$ cat src/rtl/aes_pipe_pkg.sv
// aes_pipe_pkg: state/error encodings and default sizing for the
// AES pipeline controller.
package aes_pipe_pkg;

  localparam int IMAGE_DEPTH_D    = 64;
  localparam int CNT_W_D          = 7;
  localparam int GUARD_CYCLES_D   = 20;
  localparam int DRAIN_CYCLES_D   = 16;
  localparam int TIMEOUT_CYCLES_D = 65535;

  typedef enum logic [2:0] {
    S_IDLE,
    S_CFG,
    S_GUARD,
    S_STREAM,
    S_DRAIN,
    S_DONE,
    S_ERR
  } state_t;

  typedef enum logic [1:0] {
    ERR_NONE      = 2'd0,
    ERR_COUNT     = 2'd1,
    ERR_CFG_TO    = 2'd2,
    ERR_STREAM_TO = 2'd3
  } err_t;

endpackage

$ cat src/rtl/pipe_down_counter.sv
// pipe_down_counter: loadable down counter that stops at zero;
// shared by the GUARD and DRAIN phases.
module pipe_down_counter #(
  parameter int W = 5
) (
  input  logic         clk,
  input  logic         rst_n,
  input  logic         load,
  input  logic         dec,
  input  logic [W-1:0] load_val,
  output logic         zero
);

  logic [W-1:0] count;

  always_ff @(posedge clk or negedge rst_n) begin
    if (!rst_n) begin
      count <= '0;
    end else if (load) begin
      count <= load_val;
    end else if (dec && count != '0) begin
      count <= count - 1'b1;
    end
  end

  assign zero = (count == '0);

endmodule

$ cat src/rtl/aes_pipeline_ctrl.sv
// aes_pipeline_ctrl: sequences config -> guard -> stream -> drain for one
// image run. Optional watchdog: define AES_PIPE_CTRL_TIMEOUT_EN.
module aes_pipeline_ctrl
  import aes_pipe_pkg::*;
#(
  parameter int IMAGE_DEPTH    = IMAGE_DEPTH_D,
  parameter int CNT_W          = CNT_W_D,
  parameter int GUARD_CYCLES   = GUARD_CYCLES_D,
  parameter int DRAIN_CYCLES   = DRAIN_CYCLES_D,
  parameter int TIMEOUT_CYCLES = TIMEOUT_CYCLES_D
) (
  input  logic             clk,
  input  logic             rst_n,
  input  logic             start,
  input  logic             abort,
  output logic             start_config,
  input  logic             config_done,
  output logic             reader_start,
  input  logic             writer_done,
  input  logic             wr_strobe,
  output logic             busy,
  output logic             done,
  output logic             error,
  output logic [CNT_W-1:0] blk_count,
  output logic [1:0]       err_code
);

  localparam int DMAX = (GUARD_CYCLES > DRAIN_CYCLES) ?
                        GUARD_CYCLES : DRAIN_CYCLES;
  localparam int DW = (DMAX < 2) ? 1 : $clog2(DMAX);
  localparam logic [CNT_W-1:0] BLK_MAX = '1;
  localparam logic [CNT_W-1:0] DEPTH = CNT_W'(IMAGE_DEPTH);

  if ((2 ** CNT_W) <= IMAGE_DEPTH || TIMEOUT_CYCLES < 1) begin : g_param_chk
    $error("aes_pipeline_ctrl: invalid parameters");
  end

  state_t           state, state_n;
  err_t             fail_n, code_q, code_n;
  logic [CNT_W-1:0] blk_inc, blk_n;
  logic             cfg_pulse_n, rd_pulse_n;
  logic             busy_n, done_n, error_n;
  logic             cnt_load, cnt_dec, cnt_zero;
  logic [DW-1:0]    cnt_val;
  logic             wd_hit;

  assign blk_inc = (wr_strobe && blk_count != BLK_MAX) ?
                   blk_count + 1'b1 : blk_count;
  assign err_code = code_q;

  pipe_down_counter #(.W(DW)) u_cnt (
    .clk      (clk),
    .rst_n    (rst_n),
    .load     (cnt_load),
    .dec      (cnt_dec),
    .load_val (cnt_val),
    .zero     (cnt_zero)
  );

`ifdef AES_PIPE_CTRL_TIMEOUT_EN
  localparam int TW = (TIMEOUT_CYCLES < 2) ? 1 : $clog2(TIMEOUT_CYCLES);
  logic [TW-1:0] wd;
  logic          wd_run;

  assign wd_run = (state == S_CFG) || (state == S_STREAM);
  assign wd_hit = wd_run && (wd == TW'(TIMEOUT_CYCLES - 1));

  always_ff @(posedge clk or negedge rst_n) begin
    if (!rst_n) begin
      wd <= '0;
    end else if (state_n != state) begin
      wd <= '0;
    end else if (wd_run) begin
      wd <= wd + 1'b1;
    end
  end
`else
  assign wd_hit = 1'b0;
`endif

  always_ff @(posedge clk or negedge rst_n) begin
    if (!rst_n) begin
      state        <= S_IDLE;
      start_config <= 1'b0;
      reader_start <= 1'b0;
      busy         <= 1'b0;
      done         <= 1'b0;
      error        <= 1'b0;
      code_q       <= ERR_NONE;
      blk_count    <= '0;
    end else begin
      state        <= state_n;
      start_config <= cfg_pulse_n;
      reader_start <= rd_pulse_n;
      busy         <= busy_n;
      done         <= done_n;
      error        <= error_n;
      code_q       <= code_n;
      blk_count    <= blk_n;
    end
  end

  always_comb begin
    state_n = state;
    fail_n  = ERR_NONE;
    unique case (state)
      S_IDLE, S_DONE: begin
        if (start) state_n = S_CFG;
      end
      S_CFG: begin
        if (config_done) begin
          state_n = (GUARD_CYCLES == 0) ? S_STREAM : S_GUARD;
        end else if (wd_hit) begin
          state_n = S_ERR;
          fail_n  = ERR_CFG_TO;
        end
      end
      S_GUARD: begin
        if (cnt_zero) state_n = S_STREAM;
      end
      S_STREAM: begin
        if (writer_done) begin
          if (blk_inc == DEPTH) begin
            state_n = (DRAIN_CYCLES == 0) ? S_DONE : S_DRAIN;
          end else begin
            state_n = S_ERR;
            fail_n  = ERR_COUNT;
          end
        end else if (wd_hit) begin
          state_n = S_ERR;
          fail_n  = ERR_STREAM_TO;
        end
      end
      S_DRAIN: begin
        if (cnt_zero) state_n = S_DONE;
      end
      S_ERR: begin
        state_n = S_ERR;
      end
      default: state_n = S_IDLE;
    endcase
    if (abort) begin
      state_n = S_IDLE;
      fail_n  = ERR_NONE;
    end
  end

  always_comb begin
    cfg_pulse_n = (state_n == S_CFG) && (state != S_CFG);
    rd_pulse_n  = (state_n == S_STREAM) && (state != S_STREAM);
    busy_n  = state_n inside {S_CFG, S_GUARD, S_STREAM, S_DRAIN};
    done_n  = (state_n == S_DONE);
    error_n = (state_n == S_ERR);
    code_n  = ERR_NONE;
    if (state_n == S_ERR) code_n = (state == S_ERR) ? code_q : fail_n;
    blk_n = blk_count;
    if (abort || cfg_pulse_n) begin
      blk_n = '0;
    end else if (state == S_STREAM || state == S_DRAIN) begin
      blk_n = blk_inc;
    end
    cnt_load = 1'b0;
    cnt_dec  = 1'b0;
    cnt_val  = '0;
    if (abort) begin
      cnt_load = 1'b1;
    end else if (state_n == S_GUARD && state != S_GUARD) begin
      cnt_load = 1'b1;
      cnt_val  = DW'(GUARD_CYCLES - 1);
    end else if (state_n == S_DRAIN && state != S_DRAIN) begin
      cnt_load = 1'b1;
      cnt_val  = DW'(DRAIN_CYCLES - 1);
    end else begin
      cnt_dec = (state == S_GUARD) || (state == S_DRAIN);
    end
  end

endmodule
$ cat config.mk
export PLATFORM = sky130hd
export DESIGN_NAME = aes_pipeline_ctrl
export DESIGN_NICKNAME = d
export VERILOG_FILES = /design/src/rtl/aes_pipe_pkg.sv /design/src/rtl/pipe_down_counter.sv /design/src/rtl/aes_pipeline_ctrl.sv
export SDC_FILE = /design/constraint.sdc
export NUM_CORES = 1
export LEC_CHECK = 0
export CORE_MARGIN = 3
export CORE_UTILIZATION = 52
export CTS_CLUSTER_SIZE = 16
export DETAILED_ROUTE_END_ITERATION = 10
export PLACE_DENSITY = 0.77
export SETUP_SLACK_MARGIN = 0.3
export SLEW_MARGIN = 25
export SYNTH_ARGS = -nofsm -noshare
export SYNTH_HDL_FRONTEND = slang
export SYNTH_SLANG_ARGS = --single-unit
$ cat constraint.sdc
create_clock -name clk -period 2.9 [get_ports clk]
set_clock_uncertainty 0.15 [all_clocks]
set_input_delay 0.29 -clock clk [delete_from_list [all_inputs] [get_ports clk]]
set_output_delay 0.29 -clock clk [all_outputs]
set_load 0.005 [all_outputs]
==> metrics.txt, run 1 <==
Syn-to-layout area delta 14.07%; RSZ-0062 raised after global routing false; Post-synth EDFFs 0; grt ovf 0; maximum capacitance violations 0; WL/cell ~16 um; Int Pwr 444.8 uW; Placed Instances 199; post-synthesis async set-or-reset flop share between 90% and 100%; post_cts resized 0; post-synthesis sequential area ratio between 30 and 40%; reg2reg start u_cnt.count[1]; Final Max Slew Viols 0; Seq cells post-synth 21; worst-skew pair later-pin latency 0.31 ns; Root Buffer clkbuf_4; fin crit period 2.393 ns; Post-Syn Area 0.001485 sq mm; most frequent cells in the layout dfrtp_1 (21), clkdlybuf4s50_1 (18), nand2_1 (11); CTS tree done; global-route wire length before repair ~5.5 mm; Crit. End Element register; critical-path maximum fanout 11; combinational power share 28.2%; sw frac about a third; Final setup viols 0; drt first pass iters 4; GRT Total Usage between 20% and 30%; Post-Syn Nets 167; clock sinks 21; Most used DFF post-synth dfrtp_1; DRT Wirelength 3.303 mm; drt via density 6.353; Starting Density 57.34%; Worst VDD drop 0.3356 mV; initial antenna violation count 0; slowest CP cell or4b_1; vias 1296; Psw 222.0 uW; TritonCTS buffer count 3; total die area 0.003533 sq mm; stages on the worst setup path 8; Clock Power Share a little over a fifth; top cell type's share of synthesized area 35.38%; Cells after Synth 158; required time of the critical path 2.94 ns; Syn. warnings 0; Critical Path Start u_cnt.count[1]; Inserted Diodes 0; Routed Antenna Nets 0; Max Fclk 0.4180 GHz; Final HPWL DP roughly 2.6 mm; routability cong. 0.9524; fin cells between 200 and 250; Core ar. between 0.002 and 0.003 sq mm; cells along the critical path inv_1, ha_1, or4b_1, o22ai_1, o21ai_2, inv_2, a31o_4, a21oi_1; post-route clock period utilization 82.50%; top cells by area, synth dfrtp_1 (35%), mux2i_1 (4.0%), nor3_1 (3.0%); CTS clk-pin slew, worst paths 0.12 ns; Worst path max stage delay 0.53 ns; status complete, no violations; signal arrival time at the worst endpoint 2.44 ns; area leader, netlist dfrtp_1; largest net degree at the start of global routing 22; Slew @ Worst Pin about 0.56 ns; I/O Buffers 19; WP buf/inv 2; CTS H-tree lvls 1; Seq pwr share between 50% and 60%; Syn Area/Cell 9.400 sq um; Worst Hold Class in -> async; # nets final between 150 and 200; Die Wd 59.44 um; Rows 18; R2R cell count 8; commonest non-fill, non-tap cell in the layout dfrtp_1; Setup TNS 0 ns; num ports 21; DR iter-0 viols 64; Leak 0.7155 nW; Max-slew headroom 62.50%; family with the most delay on the worst path compound AO/OA/AOI/OAI gates; vias in the first global route 1167; share of cells above drive strength 1 9.195%; Yosys cell types 60; DR DRC count 0; WS Path Type reg -> reg; Pwr per Cell Area 393.6 mW/mm^2; Die H 59.44 um; nature of the critical path startpoint register; final hold vios 0; Max Root-Sink Buffers 2
[worst paths after layout]
path,endpoint,slack [ns]
worst max-delay path,blk_count[1],0.51
worst min-delay path,state[0],0.29
worst max register to register,blk_count[1],0.51
worst min register to register,u_cnt.count[3],0.40
max in group asynchronous,blk_count[4],1.98
min in group clk,u_cnt.count[3],0.40
[through the flow]
step                total power [mW]  utilization, %  worst slack, ns  hold slack, ns  area [sq um]
floorplan                     0.4776               -           0.7645         -0.1556          1485
global placement              0.5242           64.15           0.5357          0.3771          1662
finish                        0.6668           65.41           0.5074          0.2927          1694
detailed placement            0.5292           64.15           0.5301          0.3873          1662
global route                  0.7058           65.41           0.3410          0.3273          1694
CTS                           0.6680           65.22           0.5238          0.3612          1689
[state kept, by name (all words and copies together) (netlist names)]
name and cells:
reader_start 1, error 1, u_cnt.count 5, err_code 1, blk_count 7, start_config 1
done 1, busy 1, state 3
[routing by layer]
| metal | share of wire (%) | GRT usage (%) |
|---|---|---|
| met1 | 44 | 28.11 |
| met5 | 0 | 0 |
| met3 | 5.2 | 4.139 |
| met4 | 2.0 | 5.825 |
| met2 | 48 | 32.14 |
[Yosys cell counts (all sizes together), types with 2 or more instances]
master	count
dfrtp	21
nand3b	2
nor2b	4
and3b	4
nand2	11
xnor2	5
o21ai	5
buf	7
ha	2
nand3	3
clkbuf	2
inv	6
a21boi	5
a311oi	3
nor3	9
a211oi	3
nand2b	3
o21a	2
nand4b	2
or3b	2
a31o	2
and4b	2
a31oi	2
o21bai	2
nor3b	2
o22ai	2
a21oi	8
and3	3
nor2	10
mux2i	6
[worst reg2reg max path: stages, from the launching register on]
cell,delay (ns)
dfrtp_1,0.42
inv_1,0.08
ha_1,0.25
or4b_1,0.53
o22ai_1,0.20
o21ai_2,0.16
inv_2,0.21
a31o_4,0.23
a21oi_1,0.06
[power by group through the flow]
| stage | sequential (mW) | combinational, mW | clock [mW] |
|---|---|---|---|
| floorplan | 0.326 | 0.151 | 0 |
| global placement | 0.342 | 0.182 | 0 |
| finish | 0.337 | 0.188 | 0.142 |
| global route | 0.341 | 0.209 | 0.156 |
| detailed placement | 0.343 | 0.187 | 0 |
| CTS | 0.337 | 0.187 | 0.144 |
[logic make-up after synthesis]
| kind of cell | count (synthesis) | share of synthesized area [%] |
|---|---|---|
| flip-flops | 21 | 35.38 |
| AO/OA/AOI/OAI | 45 | 24.35 |
| other | 1 | 0.2525 |
| XOR/XNOR | 6 | 4.044 |
| multiplexers | 6 | 4.044 |
| AND/OR/NAND/NOR | 62 | 24.77 |
| adder cells (fa/ha/maj) | 2 | 1.685 |
| buffers and inverters | 15 | 5.476 |
[area by class of cell]
cell class / count / area [sq um]
clock inverter: 1 / 5.005
timing repair buffer: 21 / 202.7
multi-input combinational: 122 / 878.3
tap: 30 / 37.54
inverter: 6 / 22.52
fill: 204 / 895.9
clock buffer: 3 / 22.52
sequential: 21 / 525.5
[timing repair]
| item | CTS | global route |
|---|---|---|
| buffers inserted | 0 | 0 |
| hold endpoints to repair | 0 | 21 |
| hold buffers | 0 | 1 |
No activity file was read; power rests on OpenSTA's default activity.
==> run 2: changes to the inputs <==
- CORE_UTILIZATION: 52 -> 49
- PLACE_DENSITY: 0.77 -> 0.76
- clock period: 2.9 -> 2.03 ns (I/O delays scaled with it)
==> run 2 against run 1 <==
Net effect:
- the run now ends with setup timing left
- flip-flop and latch count unchanged
- register-to-register slack worse by 0.52 ns
- global-route usage up 3.4 points
- combinational power rose to 2.6 times the previous value
- critical endpoint is now busy
- largest power group is now combinational cells
==> metrics.txt, run 2 (same netlist as run 1, synthesis figures left out) <==
Die H 61.06 um (+2.7%); Worst VDD drop 0.3410 mV (+1.6%); Placed Instances 223 (+12%); maximum capacitance violations 0 (unchanged); Die Wd 61.06 um (+2.7%); grt ovf 0 (unchanged); WL/cell 19.15 um (+18%); Reg with most FFs blk_count; max FFs per register 7 (unchanged); CTS tree done; CTS Hold Bufs 0 (unchanged); Core ar. 0.002829 sq mm (+9.2%); vias in the first global route 1448 (+24%); final hold vios 0 (unchanged); Pwr per Cell Area 538.3 mW/mm^2 (+37%); biggest regs blk_count: 7 flops, u_cnt.count: 5 flops, state: 3 flops; # nets final 219 (+19%); Final Max Slew Viols 0 (unchanged); post-route cell area 0.002172 sq mm (+28%); failing checks setup timing; CTS clk-pin slew, worst paths 0.13 ns (about the same); fin cells 240 (+18%); Starting Density 52.50% (-4.8 points); post-route clock period utilization 100.5% (+18 points); worst-skew pair later-pin latency 0.32 ns (about the same); Worst Hold Class in -> async; CTS H-tree lvls 1 (unchanged); total die area 0.003728 sq mm (+5.5%); signal arrival time at the worst endpoint 2.08 ns (-0.36 ns); status finished, violations left; busiest grt layer met2; GRT Total Usage 23.81% (+3.4 points); Crit. End Element register; Final HPWL DP 2.907 mm (+13%); share of cells above drive strength 1 39.71% (+31 points); Max Root-Sink Buffers 2 (unchanged); global-route wire length before repair 6.582 mm (+20%); DRT Wirelength 4.595 mm (+39%); commonest non-fill, non-tap cell in the layout buf_4; Root Buffer clkbuf_4; Routed Antenna Nets 0 (unchanged); largest net degree at the start of global routing 22 (unchanged); DR DRC count 0 (unchanged); hold slack 0.06871 ns (-0.2239 ns); WS Path Type reg -> reg; initial antenna violation count 0 (unchanged); area post-placement 0.001871 sq mm (+13%); vias 1530 (+18%); RSZ-0062 raised after global routing true; M3 GR Usage 4.403% (+0.26 points); drt via density 6.375 (+0.35%); Rows 19 (+1); Leak 0.9486 nW (+33%); Inserted Diodes 0 (unchanged); DR iter-0 viols 149 (+130%); I/O Buffers 19 (unchanged); fin crit period 2.040 ns (-0.3524 ns); Final setup viols 1 (+1); Syn-to-layout area delta 46.25%; drt first pass iters 4 (unchanged); clock sinks 21 (unchanged); overall power 1.169 mW (+75%); Final Worst Setup Slack -0.01021 ns (-0.5176 ns); most frequent cells in the layout buf_4 (28), clkdlybuf4s50_1 (18), dfrtp_1 (14); GR Layer Usage met1 29.35% (+1.2 points); nature of the critical path startpoint register; TritonCTS buffer count 3 (unchanged); routability cong. 0.8846 (-7.1%); Max Fclk 0.4901 GHz (+17%); critical-path maximum fanout 6 (-5); required time of the critical path 2.07 ns (-0.87 ns); num ports 21 (unchanged); global-route track usage on met2 40.94% (+8.8 points)
[run 2: cell count changes in the layout (fill, tap and decap cells not counted), moves of 3 or more]
cell     previous run  this run
buf_4               1        28
buf_6               0         7
dfrtp_1            21        14
dfrtp_2             0         7
a21oi_1             7         4
a21oi_2             1         4
[run 2: routing by layer]
| layer | share of wire, % | up-vias |
|---|---|---|
| li1 | - | 686 |
| met1 | 40 | 750 |
| met2 | 51 | 70 |
| met3 | 5.5 | 24 |
| met4 | 3.7 | 0 |
| met5 | 0 | - |
[run 2: what timing repair did]
action / 4_1_cts / 5_1_grt
gates resized for setup: 23 / 17
setup buffers: 4 / 9
endpoints found under the setup margin: 21 / 22
pin swaps: 16 / 7
[run 2: cell type report]
class | count | area (sq um)
Tap cell | 31 | 38.79
Inverter | 6 | 25.02
Sequential cell | 21 | 534.3
Clock inverter | 1 | 5.005
Multi-Input combinational cell | 122 | 1055
Clock buffer | 3 | 22.52
Timing Repair Buffer | 56 | 491.7
Fill cell | 189 | 656.9
[run 2: stage by stage]
| stage | worst slack, ns | utilization (%) | setup TNS (ns) |
|---|---|---|---|
| after detailed placement | -0.1631 | 66.12 | -0.9235 |
| after floorplan | 0.04195 | - | 0 |
| after global routing | -0.06367 | 76.78 | -0.5028 |
| after global placement | -0.06018 | 66.12 | -0.2089 |
| after CTS | -0.0003069 | 71.83 | -0.0003069 |
| final | -0.01021 | 76.78 | -0.01021 |
[run 2: power by group]
part           switching (mW)  internal, mW
Combinational           0.237         0.249
Clock                   0.137        0.0738
Sequential             0.0278         0.444
Total                   0.402         0.767
[run 2: worst max-delay path, stage by stage, from the launching register on]
cell and delay, ns:
dfrtp_1 0.42, inv_2 0.08, ha_4 0.12, or4b_4 0.47, o22ai_2 0.13, o21ai_2 0.10
buf_6 0.15, mux2i_1 0.17, o311ai_2 0.13
[run 2: worst paths after layout]
check                           depth (start not counted)              to  slack (ns)      startpoint
max in group asynchronous                               2    blk_count[4]        1.41           rst_n
worst max register to register                          8            busy       -0.01  u_cnt.count[1]
worst min-delay path                                    2        state[2]        0.07           rst_n
min in group clk                                        2  u_cnt.count[3]        0.47  u_cnt.count[3]
worst min register to register                          2  u_cnt.count[3]        0.47  u_cnt.count[3]
worst max-delay path                                    8            busy       -0.01  u_cnt.count[1]
